<file path="src/rtl/writeback_stage_if.sv">
// Bus bundle between the execute/LSU side and the writeback stage.
interface writeback_stage_if #(
  parameter int unsigned XLEN = 64
);
  // ALU result path (never back-pressured)
  logic            alu_valid;
  logic [4:0]      alu_rd;
  logic [XLEN-1:0] alu_result;

  // Load response path
  logic            lsu_valid;
  logic            lsu_ready;
  logic [4:0]      lsu_rd;
  logic [2:0]      lsu_funct3;
  logic [2:0]      lsu_byte_off;
  logic [XLEN-1:0] lsu_rdata;

  // Register-file write port and status
  logic            rf_we;
  logic [4:0]      rf_addr;
  logic [XLEN-1:0] rf_data;
  logic            held_valid;
  logic [4:0]      held_rd;
  logic            ld_err;

  modport master (
    output alu_valid, alu_rd, alu_result,
    output lsu_valid, lsu_rd, lsu_funct3, lsu_byte_off, lsu_rdata,
    input  lsu_ready,
    input  rf_we, rf_addr, rf_data, held_valid, held_rd, ld_err
  );

  modport slave (
    input  alu_valid, alu_rd, alu_result,
    input  lsu_valid, lsu_rd, lsu_funct3, lsu_byte_off, lsu_rdata,
    output lsu_ready,
    output rf_we, rf_addr, rf_data, held_valid, held_rd, ld_err
  );
endinterface

</file>
<file path="src/rtl/writeback_stage.sv">
// Writeback stage: merges ALU results and extended load data onto the single
// register-file write port, with a 1-entry buffer for load/ALU collisions.
// Optional macro WB_RETIRE_CNT_EN adds per-source retired-write counters.
module writeback_stage #(
  parameter int unsigned XLEN = 64
) (
  input  logic              clk,
  input  logic              rst_n,
  writeback_stage_if.slave  wb
`ifdef WB_RETIRE_CNT_EN
  ,
  output logic [63:0]       alu_wr_cnt,
  output logic [63:0]       ld_wr_cnt
`endif
);

  localparam int unsigned RD_W = 5;

  typedef enum logic [0:0] {
    ST_EMPTY = 1'b0,
    ST_HELD  = 1'b1
  } state_e;

  state_e          state_q, state_d;
  logic [RD_W-1:0] held_rd_q, held_rd_d;
  logic [XLEN-1:0] held_data_q, held_data_d;
  logic            rf_we_q, rf_we_d;
  logic [RD_W-1:0] rf_addr_q, rf_addr_d;
  logic [XLEN-1:0] rf_data_q, rf_data_d;
  logic            ld_err_q, ld_err_d;
  logic            lsu_ready_q, lsu_ready_d;

  logic            ld_accept;
  logic            sel_alu;
  logic            sel_ld;
  logic [7:0]      ld_byte;
  logic [15:0]     ld_half;
  logic [31:0]     ld_word;
  logic [XLEN-1:0] ld_ext;
  logic            ld_bad_f3;

  // Lane selection and sign/zero extension of the incoming load
  always_comb begin
    ld_byte   = wb.lsu_rdata[{wb.lsu_byte_off, 3'b000} +: 8];
    ld_half   = wb.lsu_rdata[{wb.lsu_byte_off[2:1], 4'b0000} +: 16];
    ld_word   = wb.lsu_rdata[{wb.lsu_byte_off[2], 5'b00000} +: 32];
    ld_ext    = '0;
    ld_bad_f3 = 1'b0;
    case (wb.lsu_funct3)
      3'b000:  ld_ext = {{(XLEN-8){ld_byte[7]}}, ld_byte};
      3'b001:  ld_ext = {{(XLEN-16){ld_half[15]}}, ld_half};
      3'b010:  ld_ext = {{(XLEN-32){ld_word[31]}}, ld_word};
      3'b011:  ld_ext = wb.lsu_rdata;
      3'b100:  ld_ext = XLEN'(ld_byte);
      3'b101:  ld_ext = XLEN'(ld_half);
      3'b110:  ld_ext = XLEN'(ld_word);
      default: ld_bad_f3 = 1'b1;
    endcase
  end

  // Next-state and write-port selection: ALU > held load > incoming load
  always_comb begin
    state_d     = state_q;
    held_rd_d   = held_rd_q;
    held_data_d = held_data_q;
    rf_addr_d   = rf_addr_q;
    rf_data_d   = rf_data_q;
    sel_alu     = 1'b0;
    sel_ld      = 1'b0;

    ld_accept   = wb.lsu_valid && lsu_ready_q;

    if (wb.alu_valid) begin
      sel_alu   = 1'b1;
      rf_addr_d = wb.alu_rd;
      rf_data_d = wb.alu_result;
      if (ld_accept) begin
        state_d     = ST_HELD;
        held_rd_d   = wb.lsu_rd;
        held_data_d = ld_ext;
      end
    end else if (state_q == ST_HELD) begin
      sel_ld    = 1'b1;
      rf_addr_d = held_rd_q;
      rf_data_d = held_data_q;
      state_d   = ST_EMPTY;
    end else if (ld_accept) begin
      sel_ld    = 1'b1;
      rf_addr_d = wb.lsu_rd;
      rf_data_d = ld_ext;
    end

    rf_we_d     = (sel_alu || sel_ld) && (rf_addr_d != '0);
    ld_err_d    = ld_accept && ld_bad_f3;
    lsu_ready_d = (state_d == ST_EMPTY);
  end

  // Stage state and registered outputs
  always_ff @(posedge clk or negedge rst_n) begin
    if (!rst_n) begin
      state_q     <= ST_EMPTY;
      held_rd_q   <= '0;
      held_data_q <= '0;
      rf_we_q     <= 1'b0;
      rf_addr_q   <= '0;
      rf_data_q   <= '0;
      ld_err_q    <= 1'b0;
      lsu_ready_q <= 1'b0;
    end else begin
      state_q     <= state_d;
      held_rd_q   <= held_rd_d;
      held_data_q <= held_data_d;
      rf_we_q     <= rf_we_d;
      rf_addr_q   <= rf_addr_d;
      rf_data_q   <= rf_data_d;
      ld_err_q    <= ld_err_d;
      lsu_ready_q <= lsu_ready_d;
    end
  end

  assign wb.rf_we      = rf_we_q;
  assign wb.rf_addr    = rf_addr_q;
  assign wb.rf_data    = rf_data_q;
  assign wb.held_valid = (state_q == ST_HELD);
  assign wb.held_rd    = held_rd_q;
  assign wb.ld_err     = ld_err_q;
  assign wb.lsu_ready  = lsu_ready_q;

`ifdef WB_RETIRE_CNT_EN
  logic [63:0] alu_wr_cnt_q, alu_wr_cnt_d;
  logic [63:0] ld_wr_cnt_q, ld_wr_cnt_d;

  // Count real register writes per source; rd=0 slots are not counted
  always_comb begin
    alu_wr_cnt_d = alu_wr_cnt_q + 64'(sel_alu && rf_we_d);
    ld_wr_cnt_d  = ld_wr_cnt_q + 64'(sel_ld && rf_we_d);
  end

  // Retired-write counter registers
  always_ff @(posedge clk or negedge rst_n) begin
    if (!rst_n) begin
      alu_wr_cnt_q <= '0;
      ld_wr_cnt_q  <= '0;
    end else begin
      alu_wr_cnt_q <= alu_wr_cnt_d;
      ld_wr_cnt_q  <= ld_wr_cnt_d;
    end
  end

  assign alu_wr_cnt = alu_wr_cnt_q;
  assign ld_wr_cnt  = ld_wr_cnt_q;
`endif

endmodule

</file>
<file path="src/flat_wrapper.sv">
// flat-port wrapper written by rule: the top's interface ports become plain ports
module writeback_stage_flat 
#(
  parameter int unsigned XLEN = 64
)
  (clk, rst_n, wb_alu_valid, wb_alu_rd, wb_alu_result, wb_lsu_valid, wb_lsu_rd, wb_lsu_funct3, wb_lsu_byte_off, wb_lsu_rdata, wb_lsu_ready, wb_rf_we, wb_rf_addr, wb_rf_data, wb_held_valid, wb_held_rd, wb_ld_err);
  writeback_stage_if #(.XLEN(XLEN)) wb_i ();
  input  logic clk;
  input  logic rst_n;
  input wire logic [$bits(wb_i.alu_valid)-1:0] wb_alu_valid;
  input wire logic [$bits(wb_i.alu_rd)-1:0] wb_alu_rd;
  input wire logic [$bits(wb_i.alu_result)-1:0] wb_alu_result;
  input wire logic [$bits(wb_i.lsu_valid)-1:0] wb_lsu_valid;
  input wire logic [$bits(wb_i.lsu_rd)-1:0] wb_lsu_rd;
  input wire logic [$bits(wb_i.lsu_funct3)-1:0] wb_lsu_funct3;
  input wire logic [$bits(wb_i.lsu_byte_off)-1:0] wb_lsu_byte_off;
  input wire logic [$bits(wb_i.lsu_rdata)-1:0] wb_lsu_rdata;
  output wire logic [$bits(wb_i.lsu_ready)-1:0] wb_lsu_ready;
  output wire logic [$bits(wb_i.rf_we)-1:0] wb_rf_we;
  output wire logic [$bits(wb_i.rf_addr)-1:0] wb_rf_addr;
  output wire logic [$bits(wb_i.rf_data)-1:0] wb_rf_data;
  output wire logic [$bits(wb_i.held_valid)-1:0] wb_held_valid;
  output wire logic [$bits(wb_i.held_rd)-1:0] wb_held_rd;
  output wire logic [$bits(wb_i.ld_err)-1:0] wb_ld_err;
  assign wb_i.alu_valid = wb_alu_valid;
  assign wb_i.alu_rd = wb_alu_rd;
  assign wb_i.alu_result = wb_alu_result;
  assign wb_i.lsu_valid = wb_lsu_valid;
  assign wb_i.lsu_rd = wb_lsu_rd;
  assign wb_i.lsu_funct3 = wb_lsu_funct3;
  assign wb_i.lsu_byte_off = wb_lsu_byte_off;
  assign wb_i.lsu_rdata = wb_lsu_rdata;
  assign wb_lsu_ready = wb_i.lsu_ready;
  assign wb_rf_we = wb_i.rf_we;
  assign wb_rf_addr = wb_i.rf_addr;
  assign wb_rf_data = wb_i.rf_data;
  assign wb_held_valid = wb_i.held_valid;
  assign wb_held_rd = wb_i.held_rd;
  assign wb_ld_err = wb_i.ld_err;
  writeback_stage #(.XLEN(XLEN)) u_core (.clk(clk), .rst_n(rst_n), .wb(wb_i));
endmodule
</file>
<file path="config.mk">
export PLATFORM = sky130hd
export DESIGN_NAME = writeback_stage_flat
export DESIGN_NICKNAME = d
export VERILOG_FILES = /design/src/rtl/writeback_stage_if.sv /design/src/rtl/writeback_stage.sv /design/src/flat_wrapper.sv
export SDC_FILE = /design/constraint.sdc
export NUM_CORES = 1
export LEC_CHECK = 0
export BUFFER_PORTS_ARGS = -buffer_cell sky130_fd_sc_hd__buf_2
export CAP_MARGIN = 0
export CELL_PAD_IN_SITES_DETAIL_PLACEMENT = 2
export CELL_PAD_IN_SITES_GLOBAL_PLACEMENT = 2
export CORE_MARGIN = 4
export CORE_UTILIZATION = 34
export DETAILED_ROUTE_END_ITERATION = 8
export PLACE_DENSITY = 0.95
export SLEW_MARGIN = 20
export SYNTH_ARGS = -nofsm -noshare
export SYNTH_HDL_FRONTEND = slang
export SYNTH_SLANG_ARGS = --single-unit
</file>
<file path="constraint.sdc">
create_clock -name clk -period 3.8 [get_ports clk]
set_input_delay 0.38 -clock clk [delete_from_list [all_inputs] [get_ports clk]]
set_output_delay 0.38 -clock clk [all_outputs]
set_load 0.03 [all_outputs]
</file>
==> flow_summary.html, run 1 <==
<table>
<tr><th>Metric</th><th>Value</th></tr>
<tr><th colspan="2">Outcome</th></tr>
<tr><td>Outcome</td><td>finished, violations left</td></tr>
<tr><td>Violations in the final reports</td><td>hold timing</td></tr>
<tr><th colspan="2">Critical path</th></tr>
<tr><td>Startpoint-to-endpoint class of the critical path</td><td>reg2reg</td></tr>
<tr><td>Kind of end point of the critical path</td><td>flop</td></tr>
<tr><td>Buffers and inverters on the worst path</td><td>1</td></tr>
<tr><td>Data required, critical path</td><td>4150 ps</td></tr>
<tr><td>Crit path largest cell delay</td><td>1160 ps</td></tr>
<tr><td>CP top delay family</td><td>simple AND/OR/NAND/NOR gates</td></tr>
<tr><td>Slowest cell on the critical path</td><td>sky130_fd_sc_hd__nand2_1</td></tr>
<tr><td>Setup crit start kind</td><td>flop</td></tr>
<tr><td>Critical path cell sequence</td><td>clkinv_1, nand2_1, o22ai_1, o21a_1, a31oi_1</td></tr>
<tr><td>Slack of the worst reg-to-reg path</td><td>810 ps</td></tr>
<tr><td>Largest fanout of any net on the critical path</td><td>27</td></tr>
<tr><td>Data arrival time of the critical path</td><td>3340 ps</td></tr>
<tr><th colspan="2">Die</th></tr>
<tr><td>Area enclosed by the die boundary</td><td>26800 µm²</td></tr>
<tr><td>Die X</td><td>164 µm</td></tr>
<tr><td>Standard cell core area</td><td>23700 µm²</td></tr>
<tr><td>Initial standard-cell utilization of the core</td><td>0.348</td></tr>
<tr><td>Vertical extent of the die</td><td>164 µm</td></tr>
<tr><td>Number of core rows</td><td>56</td></tr>
<tr><td>IO Pins</td><td>226</td></tr>
<tr><th colspan="2">Detailed routing</th></tr>
<tr><td>Average vias per placed instance</td><td>6.32</td></tr>
<tr><td>Number of antenna-violating nets in the routed design</td><td>0</td></tr>
<tr><td>WL met2</td><td>19500 µm</td></tr>
<tr><td>DRC Markers</td><td>0</td></tr>
<tr><td>Post-detailed-routing wire length</td><td>40300 µm</td></tr>
<tr><td>Via count</td><td>8992</td></tr>
<tr><td>Uppermost layer routed</td><td>met5</td></tr>
<tr><td>Detail-routed net length per standard cell</td><td>28.3 µm</td></tr>
<tr><td>Router iterations before antenna repair</td><td>5</td></tr>
<tr><td>Length of routed wiring on met1</td><td>15700 µm</td></tr>
<tr><td>Met3 WL post-DR</td><td>3370 µm</td></tr>
<tr><td>Number of DRC markers after the initial detailed-route iteration</td><td>836</td></tr>
<tr><th colspan="2">Power and ir drop</th></tr>
<tr><td>Design Power</td><td>0.00503 W</td></tr>
<tr><td>Worst ir drop on vdd</td><td>0.215 mV</td></tr>
<tr><td>Lkg Pwr</td><td>4.65 nW</td></tr>
<tr><td>Pwr/cell area</td><td>494 nW/µm²</td></tr>
<tr><th colspan="2">Timing</th></tr>
<tr><td>Worst hold slack</td><td>-10.3 ps</td></tr>
<tr><td>Aggregate negative setup slack</td><td>0 ps</td></tr>
<tr><td>Final number of max-transition violations</td><td>0</td></tr>
<tr><td>Final setup fails</td><td>0</td></tr>
<tr><td>RSZ-0062 raised after global routing</td><td>no</td></tr>
<tr><td>Worst-case clock skew</td><td>11.6 ps</td></tr>
<tr><td>Maximum frequency from static timing analysis</td><td>0.335 GHz</td></tr>
<tr><td>Worst slew slack as a fraction of its limit</td><td>0.288</td></tr>
<tr><td>Minimum period implied by the final worst setup slack</td><td>2990 ps</td></tr>
<tr><td>Final hold violation count</td><td>2</td></tr>
<tr><td>Transition time at the pin with the least slew margin</td><td>1060 ps</td></tr>
<tr><td>Final period util</td><td>0.786</td></tr>
<tr><th colspan="2">Clocking</th></tr>
<tr><td>Post-CTS Resized</td><td>0</td></tr>
<tr><td>Total clock sinks</td><td>142</td></tr>
<tr><td>Total setup buffers inserted after CTS</td><td>0</td></tr>
<tr><td>Hold bufs inserted after CTS</td><td>0</td></tr>
<tr><td>Number of buffers created by CTS</td><td>17</td></tr>
<tr><td>Clock tree from TritonCTS</td><td>done</td></tr>
<tr><td>Clk pin slew, worst setup/hold paths</td><td>70 ps</td></tr>
<tr><td>Clock insertion delay at the later pin of the skew report</td><td>450 ps</td></tr>
<tr><td>Number of levels the H-tree was split into</td><td>4</td></tr>
<tr><td>Root Buffer</td><td>sky130_fd_sc_hd__clkbuf_16</td></tr>
<tr><td>Number of buffers on the longest clock path</td><td>2</td></tr>
<tr><th colspan="2">Job</th></tr>
<tr><td>MaxCap Viol Count</td><td>0</td></tr>
<tr><th colspan="2">Global route</th></tr>
<tr><td>Maximum number of pins on one net before global-route repair</td><td>86</td></tr>
<tr><td>GRT Util Overall</td><td>0.296</td></tr>
<tr><td>Number of global-route vias before repair</td><td>9665</td></tr>
<tr><td>Initial antenna violation count</td><td>19</td></tr>
<tr><td>Grt total ovfl</td><td>0</td></tr>
<tr><td>Global-route wire length before repair</td><td>60100 µm</td></tr>
<tr><th colspan="2">Logic synthesis</th></tr>
<tr><td>Top FF cell, synth</td><td>sky130_fd_sc_hd__dfrtp_1</td></tr>
<tr><td>Post-Synthesis Net Count</td><td>1062</td></tr>
<tr><td>Post-synthesis instance total</td><td>914</td></tr>
<tr><td>Distinct cell type count of the synthesized netlist</td><td>51</td></tr>
<tr><td>Area leader, netlist</td><td>sky130_fd_sc_hd__dfrtp_1</td></tr>
<tr><td>Synthesized area per cell</td><td>9.02 µm²</td></tr>
<tr><td>Area fraction of the dominant cell type after synthesis</td><td>0.431</td></tr>
<tr><td>Number of synthesized flops with an enable pin</td><td>0</td></tr>
<tr><td>Async set or reset register ratio after synthesis</td><td>1.00</td></tr>
<tr><td>Portion of the post-synthesis area used by sequential elements</td><td>0.431</td></tr>
<tr><td>Cell area after synthesis</td><td>8240 µm²</td></tr>
<tr><td>Flops &amp; latches, synth</td><td>142</td></tr>
<tr><td>Top cells by area, synth</td><td>sky130_fd_sc_hd__dfrtp_1 (43%), sky130_fd_sc_hd__a21oi_1 (5.5%), sky130_fd_sc_hd__mux2i_1 (4.0%)</td></tr>
<tr><td>Synth Warn #</td><td>0</td></tr>
<tr><th colspan="2">Finish</th></tr>
<tr><td>Commonest non-fill, non-tap cells in the layout</td><td>sky130_fd_sc_hd__buf_2 (223), sky130_fd_sc_hd__dfrtp_1 (141), sky130_fd_sc_hd__a21oi_1 (89)</td></tr>
<tr><td>Signed area change from the synthesized netlist to the final layout</td><td>23.7%</td></tr>
<tr><td>Most frequent standard cell in the layout excluding fill and tap cells</td><td>sky130_fd_sc_hd__buf_2</td></tr>
<tr><td>Layout cell share with drive strength beyond 1</td><td>0.277</td></tr>
<tr><td>Final nets</td><td>1231</td></tr>
<tr><td>Number of fill cells in the layout</td><td>2675</td></tr>
<tr><th colspan="2">Placement</th></tr>
<tr><td>Last weighted congestion value of the routability-driven placer</td><td>0.913</td></tr>
<tr><td>Half-perimeter wire length after placement</td><td>27500 µm</td></tr>
<tr><td>Number of input and output port buffers inserted</td><td>225</td></tr>
<tr><th colspan="2">Hold path</th></tr>
<tr><td>Path category of the worst min-delay check</td><td>in2async</td></tr>
</table>
stage by stage:
stage               hold WS, ps  instance area [µm²]  instances  worst slack (ps)   util
floorplan                  84.4                 8240        914              1710      -
global placement            466                 9580       1383               931  0.404
detailed placement          478                 9580       1383               728  0.404
CTS                        20.3                10200       1415               886  0.429
global route               38.7                10200       1419               678  0.430
finish                    -10.3                10200       1423               815  0.430
kinds of logic (layout without fill, tap and decap cells):
kind of cell    count (synthesis)  count (layout)  synth area share
compound gates                364             364             0.295
mux                            47              47            0.0715
flops                         142             142             0.431
other cells                     0               8                 0
simple gates                  258             258             0.149
buf+inv                       103             285            0.0533
sequential cells by signal, indices dropped and copies added, names as in the netlist:
name	cells
u_core.held_data_q	64
u_core.wb.held_valid	1
u_core.wb.rf_we	1
u_core.wb.ld_err	1
u_core.wb.rf_data	64
u_core.wb.rf_addr	5
u_core.wb.held_rd	5
u_core.wb.lsu_ready	1
metal layers:
metal	vias to the layer above	global-route usage
met3	125	0.0898
met1	4581	0.355
li1	3776	-
met5	-	0
met2	488	0.488
met4	22	0.137
worst register-to-register path: stages, from the launching register on:
cell and delay, ps:
sky130_fd_sc_hd__dfrtp_2 360, sky130_fd_sc_hd__clkinv_1 740, sky130_fd_sc_hd__nand2_1 1170, sky130_fd_sc_hd__o22ai_1 200, sky130_fd_sc_hd__o21a_1 250, sky130_fd_sc_hd__a31oi_1 180
power breakdown:
| part | total (W) | internal [W] | switching, W |
|---|---|---|---|
| registers | 0.00194 | 0.00176 | 0.000182 |
| logic | 0.00135 | 0.000440 | 0.000911 |
| clock network | 0.00174 | 0.000968 | 0.000773 |
| total | 0.00503 | 0.00317 | 0.00187 |
synthesized netlist by cell type, drive strengths merged, types with 2 or more instances:
cell	number
dfrtp	142
a21oi	90
nor2	77
nand2	73
clkbuf	72
o21ai	64
and3	39
o31ai	39
a221oi	35
nor2b	34
mux2i	33
buf	26
o22ai	25
o2bb2ai	19
a31oi	17
nand3	17
a211oi	15
a22o	15
a22oi	12
mux4	9
o21a	9
o221ai	9
mux2	5
inv	4
nor3	4
a221o	3
nand4	3
a222oi	2
a32o	2
and2	2
nand2b	2
o211ai	2
o22a	2
layout make-up:
| class | count | area, µm² | share of cell area |
|---|---|---|---|
| timing repair buffer | 248 | 1320 | 0.130 |
| sequential | 142 | 3550 | 0.349 |
| antenna | 8 | 20.0 | 0.00196 |
| clock inverter | 12 | 124 | 0.0122 |
| clock buffer | 20 | 467 | 0.0458 |
| multi-input combinational | 669 | 4290 | 0.421 |
| inverter | 5 | 18.8 | 0.00184 |
| tap | 319 | 399 | 0.0392 |
final timing paths:
kind / from / endpoint / cells past startpoint
max: u_core.wb.held_valid / u_core.wb.rf_data[15] / 5
min: rst_n / u_core.wb.rf_data[30] / 1
max reg2reg: u_core.wb.held_valid / u_core.wb.rf_data[15] / 5
min reg2reg: u_core.held_data_q[0] / u_core.held_data_q[0] / 2
max in group asynchronous: rst_n / u_core.held_data_q[42] / 2
min in group clk: wb_lsu_rd[3] / u_core.wb.held_rd[3] / 3
Note: power is estimated with default switching activity, not from simulation.
==> run 2: changes to the inputs <==
Settings changed: CORE_UTILIZATION 34 to 31, PLACE_DENSITY 0.95 to 0.92.
Clock period 3.8 ns to 2.85 ns, I/O delays scaled along.
==> run 2 against run 1 <==
The flow now finishes without violations. Die area increased by 9.2%. Critical path depth increased by 1. Core utilization decreased by 3.7 points. Sequential cell count unchanged. Sequential share of layout area decreased by 0.33 points. Setup slack got worse by 360 ps. Count of clock-buffer cells in the layout decreased by 2. Combinational power increased by 31%. Wire length decreased by 5.3%. Cell count increased by 1.4%. Design area increased by 0.96%. Non-clock buffer count increased by 8. Critical path type unchanged. Largest power group unchanged.
==> flow_summary.html, run 2 (synthesized netlist as in run 1, its figures left out) <==
<table>
<tr><th>Metric</th><th>Value</th></tr>
<tr><th colspan="2">Power and ir drop</th></tr>
<tr><td>Design Power</td><td>0.00666 W (was 0.00503 W)</td></tr>
<tr><td>Lkg Pwr</td><td>4.69 nW (was 4.65 nW)</td></tr>
<tr><td>NetSw</td><td>0.00241 W (was 0.00187 W)</td></tr>
<tr><td>Switching portion of total power</td><td>0.362 (was 0.371)</td></tr>
<tr><td>Gate power share</td><td>0.266 (was 0.268)</td></tr>
<tr><td>Pwr/cell area</td><td>647 nW/µm² (was 494 nW/µm²)</td></tr>
<tr><td>Share of total power in sequential cells</td><td>0.387 (was 0.386)</td></tr>
<tr><td>Internal power</td><td>0.00425 W (was 0.00317 W)</td></tr>
<tr><td>Worst ir drop on vdd</td><td>0.300 mV (was 0.215 mV)</td></tr>
<tr><td>Clock network fraction of total power</td><td>0.347 (was 0.346)</td></tr>
<tr><th colspan="2">Detailed routing</th></tr>
<tr><td>Average vias per placed instance</td><td>6.05 (was 6.32)</td></tr>
<tr><td>Number of antenna-violating nets in the routed design</td><td>0 (unchanged)</td></tr>
<tr><td>Via count</td><td>8734 (was 8992)</td></tr>
<tr><td>Router iterations before antenna repair</td><td>5 (unchanged)</td></tr>
<tr><td>DRC Markers</td><td>0 (unchanged)</td></tr>
<tr><td>Post-detailed-routing wire length</td><td>38100 µm (was 40300 µm)</td></tr>
<tr><td>Detail-routed net length per standard cell</td><td>26.4 µm (was 28.3 µm)</td></tr>
<tr><td>Number of DRC markers after the initial detailed-route iteration</td><td>735 (was 836)</td></tr>
<tr><th colspan="2">Clocking</th></tr>
<tr><td>Number of buffers on the longest clock path</td><td>2 (unchanged)</td></tr>
<tr><td>Clk pin slew, worst setup/hold paths</td><td>70 ps (about the same)</td></tr>
<tr><td>Total setup buffers inserted after CTS</td><td>0 (unchanged)</td></tr>
<tr><td>Number of levels the H-tree was split into</td><td>4 (unchanged)</td></tr>
<tr><td>Number of buffers created by CTS</td><td>17 (unchanged)</td></tr>
<tr><td>Root Buffer</td><td>sky130_fd_sc_hd__clkbuf_16 (unchanged)</td></tr>
<tr><td>Clock tree from TritonCTS</td><td>done (unchanged)</td></tr>
<tr><td>Total clock sinks</td><td>142 (unchanged)</td></tr>
<tr><td>Clock insertion delay at the later pin of the skew report</td><td>430 ps (was 450 ps)</td></tr>
<tr><td>Post-CTS Resized</td><td>0 (unchanged)</td></tr>
<tr><th colspan="2">Finish</th></tr>
<tr><td>Most frequent standard cell in the layout excluding fill and tap cells</td><td>sky130_fd_sc_hd__buf_2 (unchanged)</td></tr>
<tr><td>Signed area change from the synthesized netlist to the final layout</td><td>24.8% (was 23.7%)</td></tr>
<tr><td>Final non-filler cell area</td><td>10300 µm² (was 10200 µm²)</td></tr>
<tr><td>Commonest non-fill, non-tap cells in the layout</td><td>sky130_fd_sc_hd__buf_2 (223), sky130_fd_sc_hd__dfrtp_1 (141), sky130_fd_sc_hd__a21oi_1 (89) (unchanged)</td></tr>
<tr><td>Layout cell share with drive strength beyond 1</td><td>0.281 (was 0.277)</td></tr>
<tr><td>Final nets</td><td>1239 (was 1231)</td></tr>
<tr><td>Final instance count without filler cells</td><td>1443 (was 1423)</td></tr>
<tr><td>Number of fill cells in the layout</td><td>2963 (was 2675)</td></tr>
<tr><th colspan="2">Die</th></tr>
<tr><td>Vertical extent of the die</td><td>171 µm (was 164 µm)</td></tr>
<tr><td>Area enclosed by the die boundary</td><td>29300 µm² (was 26800 µm²)</td></tr>
<tr><td>IO Pins</td><td>226 (unchanged)</td></tr>
<tr><td>Initial standard-cell utilization of the core</td><td>0.315 (was 0.348)</td></tr>
<tr><td>Die X</td><td>171 µm (was 164 µm)</td></tr>
<tr><td>Standard cell core area</td><td>26100 µm² (was 23700 µm²)</td></tr>
<tr><td>Number of core rows</td><td>59 (was 56)</td></tr>
<tr><th colspan="2">Timing</th></tr>
<tr><td>RSZ-0062 raised after global routing</td><td>no (unchanged)</td></tr>
<tr><td>Worst-case clock skew</td><td>14.7 ps (was 11.6 ps)</td></tr>
<tr><td>Aggregate negative setup slack</td><td>0 ps (unchanged)</td></tr>
<tr><td>Minimum period implied by the final worst setup slack</td><td>2390 ps (was 2990 ps)</td></tr>
<tr><td>Final period util</td><td>0.839 (was 0.786)</td></tr>
<tr><td>Final number of max-transition violations</td><td>0 (unchanged)</td></tr>
<tr><td>Final setup fails</td><td>0 (unchanged)</td></tr>
<tr><td>Final hold violation count</td><td>0 (was 2)</td></tr>
<tr><td>Final critical-path setup slack</td><td>460 ps (was 815 ps)</td></tr>
<tr><td>Worst slew slack as a fraction of its limit</td><td>0.432 (was 0.288)</td></tr>
<tr><td>Transition time at the pin with the least slew margin</td><td>850 ps (was 1060 ps)</td></tr>
<tr><td>Maximum frequency from static timing analysis</td><td>0.418 GHz (was 0.335 GHz)</td></tr>
<tr><th colspan="2">Global route</th></tr>
<tr><td>Number of global-route vias before repair</td><td>9278 (was 9665)</td></tr>
<tr><td>Grt total ovfl</td><td>0 (unchanged)</td></tr>
<tr><td>Initial antenna violation count</td><td>12 (was 19)</td></tr>
<tr><td>GRT Util Overall</td><td>0.256 (was 0.296)</td></tr>
<tr><td>Global-route wire length before repair</td><td>57600 µm (was 60100 µm)</td></tr>
<tr><td>Maximum number of pins on one net before global-route repair</td><td>96 (was 86)</td></tr>
<tr><th colspan="2">Critical path</th></tr>
<tr><td>Startpoint-to-endpoint class of the critical path</td><td>reg2reg (unchanged)</td></tr>
<tr><td>Slowest cell on the critical path</td><td>sky130_fd_sc_hd__dfrtp_2 (was sky130_fd_sc_hd__nand2_1)</td></tr>
<tr><td>Data required, critical path</td><td>3170 ps (was 4150 ps)</td></tr>
<tr><td>Critical path cell sequence</td><td>clkinv_1, buf_4, nor2_1, o31ai_1, or4_1, o22a_1 (was clkinv_1, nand2_1, o22ai_1, o21a_1, a31oi_1)</td></tr>
<tr><td>Setup crit start kind</td><td>flop (unchanged)</td></tr>
<tr><td>Buffers and inverters on the worst path</td><td>2 (was 1)</td></tr>
<tr><td>Startpoint of the worst setup timing path</td><td>u_core.wb.held_valid (unchanged)</td></tr>
<tr><td>R2R cell count</td><td>6 (was 5)</td></tr>
<tr><td>Data arrival time of the critical path</td><td>2710 ps (was 3340 ps)</td></tr>
<tr><td>Endpoint of the worst-slack reg-to-reg timing path</td><td>u_core.wb.rf_we (was u_core.wb.rf_data[15])</td></tr>
<tr><td>Largest fanout of any net on the critical path</td><td>16 (was 27)</td></tr>
<tr><td>CP top delay family</td><td>buffers and inverters (was simple AND/OR/NAND/NOR gates)</td></tr>
<tr><td>Slack of the worst reg-to-reg path</td><td>460 ps (was 810 ps)</td></tr>
<tr><td>Kind of end point of the critical path</td><td>flop (unchanged)</td></tr>
<tr><td>Crit path largest cell delay</td><td>530 ps (was 1160 ps)</td></tr>
<tr><td>Reg2Reg Launch Point</td><td>u_core.wb.held_valid (unchanged)</td></tr>
<tr><th colspan="2">Placement</th></tr>
<tr><td>Worst-case setup slack after placement</td><td>343 ps (was 728 ps)</td></tr>
<tr><td>Placed insts</td><td>1406 (was 1383)</td></tr>
<tr><td>Cell area reported after detailed placement</td><td>9680 µm² (was 9580 µm²)</td></tr>
<tr><td>Number of input and output port buffers inserted</td><td>225 (unchanged)</td></tr>
<tr><td>Last weighted congestion value of the routability-driven placer</td><td>0.916 (was 0.913)</td></tr>
<tr><td>Half-perimeter wire length after placement</td><td>26900 µm (was 27500 µm)</td></tr>
<tr><th colspan="2">Hold path</th></tr>
<tr><td>Path category of the worst min-delay check</td><td>in2reg (was in2async)</td></tr>
<tr><td>Worst hold path startpoint</td><td>wb_lsu_rd[3]</td></tr>
<tr><td>Hold Path Cell Cnt</td><td>3</td></tr>
<tr><td>Min-Delay Endpoint</td><td>u_core.wb.held_rd[3]</td></tr>
<tr><th colspan="2">Outcome</th></tr>
<tr><td>Outcome</td><td>completed (was finished, violations left)</td></tr>
<tr><th colspan="2">Job</th></tr>
<tr><td>MaxCap Viol Count</td><td>0 (unchanged)</td></tr>
</table>
run 2: cell types whose count changed in the layout (fill, tap and decap cells not counted), sizes merged:
| cell | before | now |
|---|---|---|
| buf | 248 | 255 |
| diode | 8 | 4 |
| clkbuf | 20 | 18 |
| clkinv | 5 | 3 |
| clkinvlp | 2 | 4 |
| bufinv | 1 | 2 |
| dlygate4sd3 | 0 | 1 |
| inv | 9 | 10 |
run 2: worst reg2reg max path, stage by stage (launching register included):
cell                       delay, ps
sky130_fd_sc_hd__dfrtp_2         530
sky130_fd_sc_hd__clkinv_1        470
sky130_fd_sc_hd__buf_4           380
sky130_fd_sc_hd__nor2_1          140
sky130_fd_sc_hd__o31ai_1         110
sky130_fd_sc_hd__or4_1           450
sky130_fd_sc_hd__o22a_1          210
run 2: layout make-up:
cell class,count,area [µm²],share of cell area
multi-input cells,669,4290,0.417
flip-flops and latches,142,3550,0.346
repair buffers,256,1410,0.137
clock buffers,18,429,0.0417
well taps,335,419,0.0407
clock inverters,14,155,0.0151
inverters,5,18.8,0.00182
diodes,4,10.0,0.000973
run 2: power by group through the flow:
stage	sequential (W)	combinational, W	clock (W)
global placement	0.00258	0.00166	0
detailed placement	0.00260	0.00176	0
global route	0.00261	0.00192	0.00243
floorplan	0.00281	0.000801	0
finish	0.00258	0.00177	0.00231
CTS	0.00257	0.00178	0.00234
run 2: worst max path at each step:
stage                        endpoint  slack [ps]  depth (start not counted)
6_report              u_core.wb.rf_we         460                          6
5_1_grt               u_core.wb.rf_we         370                          6
4_1_cts               u_core.wb.rf_we         430                          6
3_5_place_dp   u_core.held_data_q[31]         340                          7
3_3_place_gp    u_core.held_data_q[8]         270                          7
2_1_floorplan         u_core.wb.rf_we         780                          6
run 2: through the flow:
stage	hold WS, ps	util
after floorplan	-10.6	-
after global placement	347	0.370
after detailed placement	353	0.371
after CTS	57.1	0.393
after global routing	62.5	0.394
final	69.8	0.394
run 2: routing by layer:
layer,vias up,routed length (µm),track usage,part of all wire
met5,-,92,0,0.0024
met2,365,18700,0.423,0.49
met4,16,910,0.0799,0.024
met3,68,2710,0.0605,0.071
met1,4490,15800,0.334,0.41
li1,3795,-,-,-
run 2: timing repair:
action,CTS,global route
hold buffers,1,0
setup endpoints to repair,0,0
endpoints found under the hold margin,67,0
